--- src/rtl/irq_prio_pkg.sv ---
// Shared constants, FSM state type and a one-hot helper for the irq_prio_ctrl block.
package irq_prio_pkg;

    localparam int unsigned NUM_SRC = 8;
    localparam int unsigned ID_W    = 3;
    localparam logic [NUM_SRC-1:0] MASK_RST = 8'hFF;

    typedef enum logic [1:0] {
        IDLE    = 2'd0,
        REQ     = 2'd1,
        SERVICE = 2'd2
    } state_e;

    function automatic logic [NUM_SRC-1:0] onehot(input logic [ID_W-1:0] id);
        return NUM_SRC'(1) << id;
    endfunction

endpackage

--- src/rtl/prio_enc8.sv ---
// Combinational 8->3 highest-set-bit encoder with an all-zero flag.
module prio_enc8
    import irq_prio_pkg::*;
(
    input  logic [NUM_SRC-1:0] cand_i,
    output logic [ID_W-1:0]    sel_c,
    output logic               zero_c
);

    // Ascending scan so the highest set bit is the last assignment to stick.
    always_comb begin
        sel_c = '0;
        for (int i = 0; i < NUM_SRC; i++) begin
            if (cand_i[i]) begin
                sel_c = ID_W'(i);
            end
        end
    end

    assign zero_c = (cand_i == '0);

endmodule

--- src/rtl/irq_prio_ctrl.sv ---
// 8-source priority interrupt controller with mask register and ack/eoi handshake.
// Define IRQ_EDGE_EN for rising-edge request detection; level detection otherwise.
module irq_prio_ctrl
    import irq_prio_pkg::*;
(
    input  logic               clk,
    input  logic               rst_n,
    input  logic [NUM_SRC-1:0] irq_in,
    input  logic               mask_wr,
    input  logic [NUM_SRC-1:0] mask_data,
    input  logic               ack,
    input  logic               eoi,
    output logic               irq,
    output logic [ID_W-1:0]    irq_id,
    output logic [NUM_SRC-1:0] in_service,
    output logic [NUM_SRC-1:0] mask
);

    state_e             state_q, state_d;
    logic [NUM_SRC-1:0] pending_q, pending_d;
    logic [NUM_SRC-1:0] mask_q, mask_d;
    logic               irq_q, irq_d;
    logic [ID_W-1:0]    irq_id_q, irq_id_d;
    logic [NUM_SRC-1:0] in_service_q, in_service_d;
    logic [NUM_SRC-1:0] det, clr, cand;
    logic [ID_W-1:0]    sel_c;
    logic               cand_z_c;

`ifdef IRQ_EDGE_EN
    logic [NUM_SRC-1:0] irq_in_q;

    always_ff @(posedge clk or negedge rst_n) begin
        if (!rst_n) begin
            irq_in_q <= '0;
        end else begin
            irq_in_q <= irq_in;
        end
    end

    assign det = irq_in & ~irq_in_q;
`else
    assign det = irq_in;
`endif

    assign cand = pending_q & ~mask_q;

    prio_enc8 u_prio_enc8 (
        .cand_i (cand),
        .sel_c  (sel_c),
        .zero_c (cand_z_c)
    );

    // Next-state and registered-output logic.
    always_comb begin
        state_d      = state_q;
        irq_d        = irq_q;
        irq_id_d     = irq_id_q;
        in_service_d = in_service_q;
        clr          = '0;
        unique case (state_q)
            IDLE: begin
                if (!cand_z_c) begin
                    state_d  = REQ;
                    irq_d    = 1'b1;
                    irq_id_d = sel_c;
                end
            end
            REQ: begin
                if (ack) begin
                    state_d      = SERVICE;
                    irq_d        = 1'b0;
                    clr          = onehot(irq_id_q);
                    in_service_d = onehot(irq_id_q);
                end else if (!cand[irq_id_q]) begin
                    state_d = IDLE;
                    irq_d   = 1'b0;
                end
            end
            SERVICE: begin
                irq_d = 1'b0;
                if (eoi) begin
                    state_d      = IDLE;
                    in_service_d = '0;
                end
            end
            default: begin
                state_d      = IDLE;
                irq_d        = 1'b0;
                in_service_d = '0;
            end
        endcase
    end

    // Clear beats set on the same edge; a held level re-sets on the following edge.
    assign pending_d = (pending_q | det) & ~clr;
    assign mask_d    = mask_wr ? mask_data : mask_q;

    always_ff @(posedge clk or negedge rst_n) begin
        if (!rst_n) begin
            state_q      <= IDLE;
            pending_q    <= '0;
            mask_q       <= MASK_RST;
            irq_q        <= 1'b0;
            irq_id_q     <= '0;
            in_service_q <= '0;
        end else begin
            state_q      <= state_d;
            pending_q    <= pending_d;
            mask_q       <= mask_d;
            irq_q        <= irq_d;
            irq_id_q     <= irq_id_d;
            in_service_q <= in_service_d;
        end
    end

    assign irq        = irq_q;
    assign irq_id     = irq_id_q;
    assign in_service = in_service_q;
    assign mask       = mask_q;

endmodule

--- config.mk ---
export PLATFORM = sky130hd
export DESIGN_NAME = irq_prio_ctrl
export DESIGN_NICKNAME = d
export VERILOG_FILES = /design/src/rtl/irq_prio_pkg.sv /design/src/rtl/prio_enc8.sv /design/src/rtl/irq_prio_ctrl.sv
export SDC_FILE = /design/constraint.sdc
export NUM_CORES = 1
export LEC_CHECK = 0
export CORE_ASPECT_RATIO = 1.1
export CORE_MARGIN = 5
export CORE_UTILIZATION = 45
export CTS_BUF_LIST = sky130_fd_sc_hd__clkbuf_2 sky130_fd_sc_hd__clkbuf_4 sky130_fd_sc_hd__clkbuf_8
export CTS_CLUSTER_DIAMETER = 100
export DETAILED_ROUTE_END_ITERATION = 12
export GPL_TIMING_DRIVEN = 0
export PLACE_DENSITY_LB_ADDON = 0.2
export SYNTH_ARGS = -nofsm -noshare
export SYNTH_HDL_FRONTEND = slang
export SYNTH_HIERARCHICAL = 1
export SYNTH_SLANG_ARGS = --single-unit
export TNS_END_PERCENT = 50
--- constraint.sdc ---
create_clock -name clk -period 4.1 [get_ports clk]
set_input_delay 1.23 -clock clk [delete_from_list [all_inputs] [get_ports clk]]
set_output_delay 1.23 -clock clk [all_outputs]
set_load 0.005 [all_outputs]
Word level (Yosys, flattened, before mapping)
Index checks and enable logic that the tools add are counted.
{ "classes": {"shift": 1, "bitwise": 7, "n_lt_le_gt_ge": 1, "reduce_logical": 6, "muxes": 23, "n_eq_ne": 6} }
{ "ops": {"columns": ["op", "n"], "rows": [
  ["$mux 8", 4],
  ["$pmux 8 s3", 1],
  ["$and 8x8->8", 2],
  ["$not 8->8", 2],
  ["$mux 2", 6],
  ["$mux 3", 4],
  ["$logic_not 8->1", 1],
  ["$or 8x8->8", 1],
  ["$shl 1x3->8 const A", 1],
  ["$ne 2x2->1 const B", 3],
  ["$pmux 2 s3", 1],
  ["$reduce_and 3->1", 2],
  ["$mux 1", 5],
  ["$lt 3x4->1 const B", 1],
  ["$reduce_and 2->1", 2],
  ["$bmux 1 s3", 1],
  ["$ne 3x3->1 const B", 1],
  ["$eq 2x1->1 const B", 1],
  ["$eq 2x2->1 const B", 1],
  ["$logic_not 2->1", 1],
  ["$not 1->1", 2],
  ["$pmux 1 s2", 1]
]} }
{ "totals": {"elab_cells": 50, "in_bits": 21, "ff_bits": 30} }

Logic depth before layout (Yosys ltp)
{ "depth": {"depth_word": 9, "ltp_mapped": 7, "ltp_nobuf": 7} }

By module
The synthesis kept the hierarchy.
{ "modules_own_cells": {"columns": ["mod", "cells_each", "instances", "seq_area_each_um2", "area_per_inst_um2"], "rows": [
  ["irq_prio_ctrl", 111, 1, 760.7, 1326.3],
  ["prio_enc8", 11, 1, 0.0, 67.6]
]} }

Worst setup path before layout
Ideal clock, no wire load.
{ "synth_timing": {"kind": "input to register", "from": "in mask_wr", "to": "reg mask_q[0], in the netlist mask[0]", "path_buffers": 1, "required_ns": 4.018, "path_stages": 2, "setup_time_ns": 0.082, "t_arrival_ns": 1.855, "slack_ns": 2.163, "cell_sequence": "clkbuf_1 > mux2_2"} }
{ "synth_lines": {"columns": ["item", "line", "rtl"], "rows": [
  ["start: declaration", "irq_prio_ctrl.sv:9", "input logic mask_wr,"],
  ["end signal: assignment", "irq_prio_ctrl.sv:109", "mask_q <= mask_d;"],
  ["end: declaration", "irq_prio_ctrl.sv:21", "logic [NUM_SRC-1:0] mask_q, mask_d;"]
]} }
No word-level cell between the ends.

Final worst setup path
{ "layout_timing": {"from": "reg mask_q[4], in the netlist mask[4]", "to": "out mask[4]"} }
{ "layout_lines": {"columns": ["item", "line", "rtl"], "rows": [
  ["end: declaration", "irq_prio_ctrl.sv:16", "output logic [NUM_SRC-1:0] mask"]
]} }
No word-level cell between the ends.

==> reports/results.ini <==
[critical_path]
slowest_stage=dfstp_2
critical_path_class=register to primary output
reg2regPathDepth=6
worstPathRequired_ns=2.87
cp-start-kind=register
crit_path_max_incr_delay_ns=0.57
r2r_slack_ns=2.22
cp_max_fo=4
crit_chain=clkdlybuf4s50_1
cp_top_family=flip-flops
r2r-end=irq_id[0]$_DFFE_PN0P_
cp_data_arrival_time_ns=1.40
cp-startpoint=mask[4]$_DFFE_PN1P_
end_kind=primary output
path_buf_inv=1
r2r_start=pending_q[5]$_DFF_PN0_

[detailed_routing]
drcViolationCount=0
drt-initial-drc-count=31
firstDrtPassIters=4
routed_wl_um=3140
vias=1108
viasPerCell=5.46
wl_per_cell_um=15.5
postRouteAntennaNets=0

[synthesis]
ys.warnings.count=6
synth-edff-count=0
synth_top_flop_cell=dfrtp_1
netlist_area_um2=1390
yosysSeqAreaShare=0.546
synth.distinct_cells=37
syn_area_per_cell_um2=11.4
async_reset_ff_frac=1.00
synthesis.nets=143
postSynthCellCount=122
ys_seq_elements=30

[worst_hold_path]
hp-start=in_service[3]$_DFFE_PN0P_
hold_path.class=register to register
hold_path_depth=1
hold_path_end=in_service[3]$_DFFE_PN0P_

[timing]
period_share=0.642
fmax_ghz=0.380
setup_ws_ns=1.47
clock-skew-final_ns=0.0140
final-setup-viol-count=0
worst_pin_slew_ns=0.637
rsz0062_at_grt=no
fin_crit_ns=2.63
timing.slew.headroom=0.575
fin_tns_setup_ns=0
hold_viol_final=0
final-max-slew-violation-count=0

[floorplan]
ioPinCount=41
die_h_um=68.4
placementRows=21
core_um2=3020
fp.dieW_um=63.1
initial_core_util=0.461
dieArea_um2=4310

[cells_and_area]
final_area_um2=1890
layout-drive-gt1-share=0.225
final_cell_mix=clkdlybuf4s50_1, dfrtp_1, nor2_1
area_growth_pct=35.3
layout_commonest_cell=clkdlybuf4s50_1
finish.net_count=189
layoutNonFillerInstCount=203
fill_cells=268
n_antenna_cell=0

[cts]
clk_pin_slew_ns=0.10
cts_setup_buffers=0
clock-sinks=30
clockRootBuffer=clkbuf_4
clock_latency_ns=0.33
cts_tree=done
cts_hold_buf=0
cts-resized-gates=0
cts_buffer_depth=2
numCtsBuffers=5
htree_levels=2

[placed_design]
gp_congestion=0.903
placed_cells=195
post_dp_cell_area_um2=1830
dp_hpwl_um=2430
pre_cts_ws_ns=1.28
io_buffer_count=39

[power]
powerDensity_nw_per_um2=530
vdd_drop_max_mv=0.343
p_leak_uw=0.000776

[global_route]
grt_overflow=0
grt_pass1_vias=1142
grt_start_max_net_pins=31
grt_usage=0.162
grt_antenna_before_repair=0
grt_pass1_wl_um=5400

[flow_run]
maxCapViolCount=0

[run_status]
status=completed

[flip-flops by register name (all words and copies together) (netlist names)]
name	flops
state_q	2
pending_q	8
irq	1
irq_id	3
in_service	8
mask	8
[cell type report]
type	count	area [um2]	area share
clock inverters	2	12.5	0.00664
clock buffers	6	51.3	0.0272
well taps	34	42.5	0.0226
multi-input cells	84	601	0.319
plain buffers	4	17.5	0.00929
inverters	4	15.0	0.00796
flip-flops and latches	30	761	0.403
repair buffers	39	385	0.204
[where the power goes]
group	switching, uW	total (uW)	internal [uW]
sequential	58.2	427	369
combinational	172	383	211
clock	106	189	82.3
total	337	999	662
[cells in the mapped netlist, drive strengths merged (2+ instances only)]
cell type,number,area (um2)
o21ai,4,20.0
nand2b,2,12.5
a21o,5,37.5
nand2,6,25.0
nor2b,7,43.8
dfstp,8,210
clkbuf,2,7.51
nor4b,3,32.5
dfrtp,22,551
and4bb,3,37.5
buf,2,10.0
a21oi,3,15.0
o22a,2,17.5
o31ai,3,22.5
nor3b,2,15.0
a211o,2,18.8
mux2,11,124
inv,4,15.0
nor2,19,73.8
[per-stage QoR]
step	hold slack, ns	util	total power (uW)
global route	0.500	0.624	1070
floorplan	0.453	-	646
finish	0.485	0.624	999
detailed placement	0.464	0.605	820
global placement	0.461	0.605	807
CTS	0.487	0.626	1010
[worst max path at each step]
stage | slack [ns] | depth (start not counted) | endpoint
2_1_floorplan | 2.16 | 2 | mask[0]$_DFFE_PN1P_
6_report | 1.47 | 1 | mask[4]
3_3_place_gp | 1.30 | 1 | pending_q[5]$_DFF_PN0_
5_1_grt | 1.40 | 1 | mask[4]
3_5_place_dp | 1.28 | 1 | irq_id[0]$_DFFE_PN0P_
4_1_cts | 1.45 | 1 | mask[4]
[cells by family after synthesis]
family | Yosys count | share of synthesized area
AOI/OAI and AO/OA | 23 | 0.127
buffers and inverters | 8 | 0.0233
DFF | 30 | 0.546
muxes | 11 | 0.0889
and+or+nand+nor | 50 | 0.215
[routing by layer]
| metal | global-route usage | vias up | part of all wire |
|---|---|---|---|
| met5 | 0 | - | 0 |
| met4 | 0.0796 | 0 | 0.018 |
| met3 | 0.0509 | 8 | 0.053 |
| met2 | 0.273 | 32 | 0.49 |
| met1 | 0.189 | 539 | 0.44 |
| li1 | - | 529 | - |
No activity file was read; power rests on OpenSTA's default activity.
